File: src/rtl/rc4_pkg.sv
// Shared definitions for the RC4 datapath blocks (initializer, shuffler,
// decryptor) and the S-RAM controller that arbitrates between them.
//
// Contents:
//   RAM_WIDTH_DEFAULT / MSG_LENGTH_DEFAULT - default data width and message size
//   MODE_INIT / MODE_SHUFFLE / MODE_DECRYPT - controller one-hot mode codes
//   state_t                                 - decryptor FSM state encoding
package rc4_pkg;

  localparam int RAM_WIDTH_DEFAULT  = 8;
  localparam int MSG_LENGTH_DEFAULT = 32;

  // One-hot so that each device owns exactly one bit of the mode vector.
  localparam logic [2:0] MODE_INIT    = 3'b001;
  localparam logic [2:0] MODE_SHUFFLE = 3'b010;
  localparam logic [2:0] MODE_DECRYPT = 3'b100;

  typedef enum logic [3:0] {
    IDLE,
    RD_SI,
    WAIT_SI,
    RD_SJ,
    WAIT_SJ,
    WR_SI,
    WR_SJ,
    RD_F,
    WAIT_F,
    WR_D,
    DONE
  } state_t;

endpackage

File: src/rtl/rc4_decryptor.sv
// RC4 keystream generator (PRGA) and decrypt stage. Runs after the S array
// has been initialised and shuffled; for every message byte it advances i/j,
// swaps S[i] and S[j], reads the keystream byte S[S[i]+S[j]] together with
// the ciphertext byte, and writes their XOR to the decrypted-message RAM.
//
// Ports:
//   clk, reset      - system clock, asynchronous active-high reset
//   start           - level request from the RAM controller, held for the run
//   finished        - high while in DONE
//   s_ram_out       - S RAM read data (synchronous, one cycle latency)
//   s_address       - S RAM address
//   s_ram_in        - S RAM write data
//   s_write_enable  - S RAM write strobe
//   rom_address     - encrypted-message ROM address
//   rom_out         - encrypted-message ROM data
//   d_address       - decrypted RAM address
//   d_ram_in        - decrypted RAM write data
//   d_write_enable  - decrypted RAM write strobe
module rc4_decryptor
  import rc4_pkg::*;
#(
  parameter int RAM_WIDTH      = RAM_WIDTH_DEFAULT,
  parameter int MSG_LENGTH     = MSG_LENGTH_DEFAULT,
  parameter int MSG_ADDR_WIDTH = 5
) (
  input  logic                      clk,
  input  logic                      reset,
  input  logic                      start,
  output logic                      finished,
  input  logic [RAM_WIDTH-1:0]      s_ram_out,
  output logic [RAM_WIDTH-1:0]      s_address,
  output logic [RAM_WIDTH-1:0]      s_ram_in,
  output logic                      s_write_enable,
  output logic [MSG_ADDR_WIDTH-1:0] rom_address,
  input  logic [RAM_WIDTH-1:0]      rom_out,
  output logic [MSG_ADDR_WIDTH-1:0] d_address,
  output logic [RAM_WIDTH-1:0]      d_ram_in,
  output logic                      d_write_enable
);

  state_t state, next_state;

  logic [RAM_WIDTH-1:0]      i, j, si, sj, f, enc;
  logic [MSG_ADDR_WIDTH-1:0] k;
  logic                      last_byte;
  logic [RAM_WIDTH-1:0]      f_address;

  assign last_byte = (k == MSG_ADDR_WIDTH'(MSG_LENGTH - 1));
  // Keystream index wraps mod 2^RAM_WIDTH by truncation.
  assign f_address = si + sj;

  // State register.
  always_ff @(posedge clk or posedge reset) begin
    if (reset) begin
      state <= IDLE;
    end else begin
      state <= next_state;
    end
  end

  // Next-state logic. Dropping start anywhere aborts back to IDLE, which also
  // covers the DONE -> IDLE handshake release.
  always_comb begin
    next_state = state;
    case (state)
      IDLE:    if (start) next_state = RD_SI;
      RD_SI:   next_state = WAIT_SI;
      WAIT_SI: next_state = RD_SJ;
      RD_SJ:   next_state = WAIT_SJ;
      WAIT_SJ: next_state = WR_SI;
      WR_SI:   next_state = WR_SJ;
      WR_SJ:   next_state = RD_F;
      RD_F:    next_state = WAIT_F;
      WAIT_F:  next_state = WR_D;
      WR_D:    next_state = last_byte ? DONE : RD_SI;
      DONE:    next_state = DONE;
      default: next_state = IDLE;
    endcase
    if (!start) begin
      next_state = IDLE;
    end
  end

  // Working registers. Updates are gated by start so that an aborted run
  // leaves the registers exactly as they were when start dropped.
  always_ff @(posedge clk or posedge reset) begin
    if (reset) begin
      i   <= '0;
      j   <= '0;
      si  <= '0;
      sj  <= '0;
      f   <= '0;
      enc <= '0;
      k   <= '0;
    end else if (start) begin
      case (state)
        IDLE: begin
          i <= RAM_WIDTH'(1);
          j <= '0;
          k <= '0;
        end
        WAIT_SI: begin
          si <= s_ram_out;
          j  <= j + s_ram_out;
        end
        WAIT_SJ: begin
          sj <= s_ram_out;
        end
        WAIT_F: begin
          f   <= s_ram_out;
          enc <= rom_out;
        end
        WR_D: begin
          if (!last_byte) begin
            k <= k + MSG_ADDR_WIDTH'(1);
            i <= i + RAM_WIDTH'(1);
          end
        end
        default: ;
      endcase
    end
  end

  // Output decode. Read addresses are held across RD_x and WAIT_x so the
  // synchronous RAM sees a stable address for the whole two-cycle read.
  // When i == j the two swap writes hit the same location with the same
  // value, so no special case is needed.
  always_comb begin
    finished       = 1'b0;
    s_address      = '0;
    s_ram_in       = '0;
    s_write_enable = 1'b0;
    rom_address    = '0;
    d_address      = '0;
    d_ram_in       = '0;
    d_write_enable = 1'b0;
    case (state)
      RD_SI, WAIT_SI: s_address = i;
      RD_SJ, WAIT_SJ: s_address = j;
      WR_SI: begin
        s_address      = i;
        s_ram_in       = sj;
        s_write_enable = 1'b1;
      end
      WR_SJ: begin
        s_address      = j;
        s_ram_in       = si;
        s_write_enable = 1'b1;
      end
      RD_F, WAIT_F: begin
        s_address   = f_address;
        rom_address = k;
      end
      WR_D: begin
        d_address      = k;
        d_ram_in       = f ^ enc;
        d_write_enable = 1'b1;
      end
      DONE: finished = 1'b1;
      default: ;
    endcase
  end

endmodule

File: config.mk
export PLATFORM = sky130hd
export DESIGN_NAME = rc4_decryptor
export DESIGN_NICKNAME = d
export VERILOG_FILES = /design/src/rtl/rc4_pkg.sv /design/src/rtl/rc4_decryptor.sv
export SDC_FILE = /design/constraint.sdc
export NUM_CORES = 1
export LEC_CHECK = 0
export CAP_MARGIN = 25
export CELL_PAD_IN_SITES_DETAIL_PLACEMENT = 0
export CELL_PAD_IN_SITES_GLOBAL_PLACEMENT = 1
export CORE_MARGIN = 2
export CORE_UTILIZATION = 38
export DETAILED_ROUTE_END_ITERATION = 10
export GPL_TIMING_DRIVEN = 0
export PLACE_DENSITY_LB_ADDON = 0.1
export SLEW_MARGIN = 20
export SYNTH_ARGS = -nofsm -noshare
export SYNTH_HDL_FRONTEND = slang
export SYNTH_SLANG_ARGS = --single-unit
File: constraint.sdc
create_clock -name clk -period 1.9 [get_ports clk]
set_input_delay 0.285 -clock clk [delete_from_list [all_inputs] [get_ports clk]]
set_output_delay 0.285 -clock clk [all_outputs]
set_load 0.1 [all_outputs]
# After elaboration in Yosys (flattened, before gate mapping)
# Cells that the tools add are included.
# totals
reg_bits,57
latchBits,0
ramBits,0
romBits,0
out_inout_bits,37
word_cells,53
mem_count,0
# classes
addsub,4
multipliers,0
div_mod_pow,0
n_lt_le_gt_ge,0
n_eq_ne,12
shifts,0
mux,16
n_bitwise,1
reduce_logical,12
# op_table
operator,count
$pmux W8 S2,3
$pmux W4 S11,1
$pmux W8 S3,1
$add A8 B8 Y8,2
$eq A4 B3 Y1 const B,4
$mux W8,2
$mux W5,3
$eq A4 B4 Y1 const B,3
$pmux W5 S2,1
$add A8 B1 Y8 const B,1
$eq A4 B2 Y1 const B,2
$mux W4,2
$reduce_and A2 Y1,4
$xor A8 B8 Y8,1
$reduce_or A3 Y1,2
$add A5 B1 Y5 const B,1
$eq A5 B5 Y1 const B,1
$eq A4 B1 Y1 const B,1
$logic_not A4 Y1,1
$reduce_bool A2 Y1,2
$reduce_or A2 Y1,2
$mux W1,3
$reduce_and A3 Y1,1
$ne A2 B2 Y1 const B,1

# Depth between registers and ports, before layout
# Gate-level depths: netlist (run 1).
# depth
depth_word,4
ltp_mapped,8
depth_no_buf,8

# Worst setup path after synthesis (run 1)
# Ideal clock, no wire load.
# synth_path
path_type,register -> output
start,register si[0]
end,output port s_address[6]
arrival_ns,3.728
slack_ns,-2.113
stages_incl_launch_ff,9
n_path_buf,0
cell_sequence,dfrtp_1 > ha_1 > inv_1 > fa_1 > nor2b_1 > o31a_1 > o21ai_0 > nor3b_1 > o31ai_1
# synth_via
elab_chain_len,2
# synth_lines
item,line,rtl
"start, declared",rc4_decryptor.sv:43,"logic [RAM_WIDTH-1:0] i, j, si, sj, f, enc;"
"start signal, assigned",rc4_decryptor.sv:103,si <= s_ram_out;
$add A8 B8 Y8,rc4_decryptor.sv:50,assign f_address = si + sj;
$pmux W8 S3,rc4_decryptor.sv:137,case (state)
"end, declared",rc4_decryptor.sv:31,"output logic [RAM_WIDTH-1:0] s_address,"
# Every way passes these cells.

# Final worst setup path (run 1)
# layout_path
start,register sj[0]
end,output port s_address[6]
# layout_via
elab_chain_len,2
# layout_lines
item,line,rtl
"start, declared",rc4_decryptor.sv:43,
"start signal, assigned",rc4_decryptor.sv:107,sj <= s_ram_out;
$add A8 B8 Y8,rc4_decryptor.sv:50,
$pmux W8 S3,rc4_decryptor.sv:137,
# Every way passes these cells.

==> results.cfg, run 1 <==
[yosys]
synth_edf_count = 0
yosysSeqAreaShare_pct = 40.6
ys.warnings.count = 0
syn_area_sq_um = 3520
synth-seq-cells = 57
synth_cells = 355
async_reset_ff_share_pct = 100
synth.avg_cell_area_sq_um = 9.91
synth_nets = 393
synth.distinct_cells = 51
synth_flop_cell = dfrtp_1

[clocking]
clk_latency_ps = 340
cts_buffer_depth = 2
tritoncts = yes
clkSinkCount = 57
path_clk_slew_ps = 70
cts-root-buf = clkbuf_8
cts-buffers-inserted = 9
htreeDepth = 3

[floorplan]
std_cell_rows = 35
fp.dieW_um = 100
die_area_sq_um = 10000
die_y_um = 100
io_pins = 56
core_area_sq_um = 9110
start_util_pct = 38.6

[global_route]
antenna_found_initial = 0
grt_overflow_total = 0
grt_usage_pct = 22.7
grt_max_degree = 33
grt_pass1_vias = 3274
grt_pass1_wl_mm = 17.5

[critical_path]
rr_startpoint = k[0]
r2r-end = k[3]
startpoint = sj[0]
crit_type = register to output port
critPathCaptureType = output port
crit_required_ps = 1620
cp_max_fo = 2
startpoint_type = register
critPathArrivalTime_ps = 2370
reg2reg_slack_ps = -30
crit_end = s_address[6]
reg2reg_depth = 8

[cells_and_area]
area_delta_synth_final_pct = 74.1
layout-drive-gt1-share_pct = 54.6
final_util_pct = 67.2
fin_nets = 518
antenna_cells = 0

[sta]
drv_slew = 0
slew_headroom_pct = 73.3
finalCriticalPeriod_ps = 2660
max_freq_mhz = 377
rsz0062_at_grt = yes
fin_crit_sh_pct = 140
setup_ws_ps = -756
worst_slew_pin_slew_ps = 399
report.final.hold_viol_count = 0
skew_ps = 8.55
setup-violations-final = 37
final.setup.tns_ps = -11400

[detailed_routing]
post_drt_wl_per_cell_um = 18.4
finalWirelength_mm = 11.0
drt_iter0_markers = 140
ant_nets = 0
firstDrtPassIters = 4
num_vias = 3176
drcViolationCount = 0
vias_per_cell = 5.33

[power_and_ir_drop]
vdd_drop_max_v = 0.000468
power_density_nw_per_um2 = 794
total_leakage_power_nw = 2.60

[outcome]
violations = negative setup slack
status = complete, but fails checks

[placement]
dp_hpwl_mm = 6.90
gp_congestion = 0.844
port_buffers = 54

[min_path]
hold_path_class = input pin to async pin

[job]
maxCapViolations = 0
[cell usage in the layout, fill, tap and decap left out, types with 10 or more instances in the layout]
master | netlist | final
a22oi_2 | 0 | 10
buf_12 | 0 | 42
buf_4 | 3 | 42
buf_6 | 3 | 19
clkbuf_8 | 0 | 11
clkdlybuf4s50_1 | 0 | 12
dfrtp_1 | 57 | 51
ha_1 | 17 | 10
mux2_2 | 25 | 24
nand2_1 | 34 | 30
nor2_1 | 32 | 13
nor2_4 | 0 | 21
o21ai_1 | 3 | 15
xnor2_1 | 12 | 12
[final cells by class]
type                            count  area [sq um]
Timing Repair Buffer              116          1510
Multi-Input combinational cell    274          2600
Buffer                             13           166
Clock inverter                      5           103
Fill cell                         699          2980
Sequential cell                    57          1430
Clock buffer                       11           141
Tap cell                          111           139
Inverter                            9          40.0
[logic make-up (layout without fill, tap and decap cells)]
family	after synthesis	count (layout)	synth area share [%]
AND/OR/NAND/NOR	119	119	17.6
AO/OA/AOI/OAI	84	84	14.8
flip-flops	57	57	40.6
multiplexers	34	34	11.7
buffers and inverters	24	154	3.74
adder cells (fa/ha/maj)	19	19	7.19
XOR/XNOR	18	18	4.48
[per-stage QoR]
step,instances,hold slack (ps),setup slack [ps],total power (W),cell area [sq um]
after floorplan,355,434,-632,0.00261,3840
after CTS,578,269,-731,0.00470,5790
final,596,286,-756,0.00486,6120
after global placement,520,494,-1280,0.00289,4520
after global routing,596,301,-876,0.00512,6120
after detailed placement,521,502,-1310,0.00293,4540
[worst max-delay path: stages, from the launching register on]
cell,delay (ps)
dfrtp_1,390
ha_4,160
inv_2,40
fa_2,360
nor2b_4,130
o31a_1,180
o21ai_2,70
nor3b_4,160
o31ai_4,320
buf_12,220
[registers in the layout, indices dropped and copies added (netlist names)]
name,cells
j,8
si,8
f,8
state,4
k,5
i,8
enc,8
sj,8
[how the worst min path moves through the flow]
stage	start	endpoint	slack [ps]	cells after the start
after floorplan	s_ram_out[0]	si[0]	430	1
after global placement	j[0]	j[0]	490	2
after detailed placement	j[0]	j[0]	500	2
after CTS	start	state[0]	270	3
after global routing	start	state[0]	300	3
final	reset	k[4]	290	2
[synthesized netlist by cell type, types with 2 or more instances]
master    number  area [sq um]
dfrtp_1       57          1430
nand2_1       34           128
nor2_1        32           120
o21ai_0       30           150
mux2_2        25           282
ha_1          17           213
a21oi_1       15          75.1
a22oi_1       14           105
xnor2_1       12           105
inv_1          9          33.8
mux2_4         8           120
nor2b_1        8          50.1
and3_1         7          43.8
nand2b_1       7          43.8
nand3_1        7          35.0
buf_2          6          30.0
xor2_1         6          52.6
nor3_1         4          20.0
a211oi_1       3          22.5
a31oi_1        3          18.8
buf_4          3          22.5
buf_6          3          33.8
clkbuf_1       3          11.3
nor2_2         3          18.8
nor3b_1        3          22.5
o21a_1         3          22.5
o21ai_1        3          15.0
a21o_1         2          15.0
a221o_1        2          20.0
fa_1           2          40.0
nand4_1        2          12.5
o211ai_1       2          15.0
o31ai_1        2          15.0
[routing by layer]
metal / vias to the layer above / share of wire [%] / GRT usage (%)
li1: 1509 / - / -
met1: 1570 / 45 / 30.8
met2: 79 / 50 / 36.7
met3: 18 / 3.3 / 4.60
met4: 0 / 2.0 / 6.74
met5: - / 0 / 0
[repair_timing]
action | 4_1_cts | 5_1_grt
buffers inserted | 40 | 20
pin swaps | 32 | 35
cloned | 1 | 1
gates resized for setup | 403 | 58
setup endpoints to repair | 51 | 58
hold buffers | 0 | 0
[power by group]
| part | switching [W] | internal [W] | total, W |
|---|---|---|---|
| Sequential | 0.000188 | 0.00138 | 0.00157 |
| Clock | 0.000531 | 0.000906 | 0.00144 |
| Combinational | 0.000946 | 0.000906 | 0.00185 |
| Total | 0.00167 | 0.00320 | 0.00486 |
No activity file was read; power rests on OpenSTA's default activity.
==> inputs of run 2 (changes only) <==
CTS_CLUSTER_SIZE = 20   (was not set)
==> results of run 2 <==
Same layout as run 1: the final DEF is identical, and so are final timing and power.
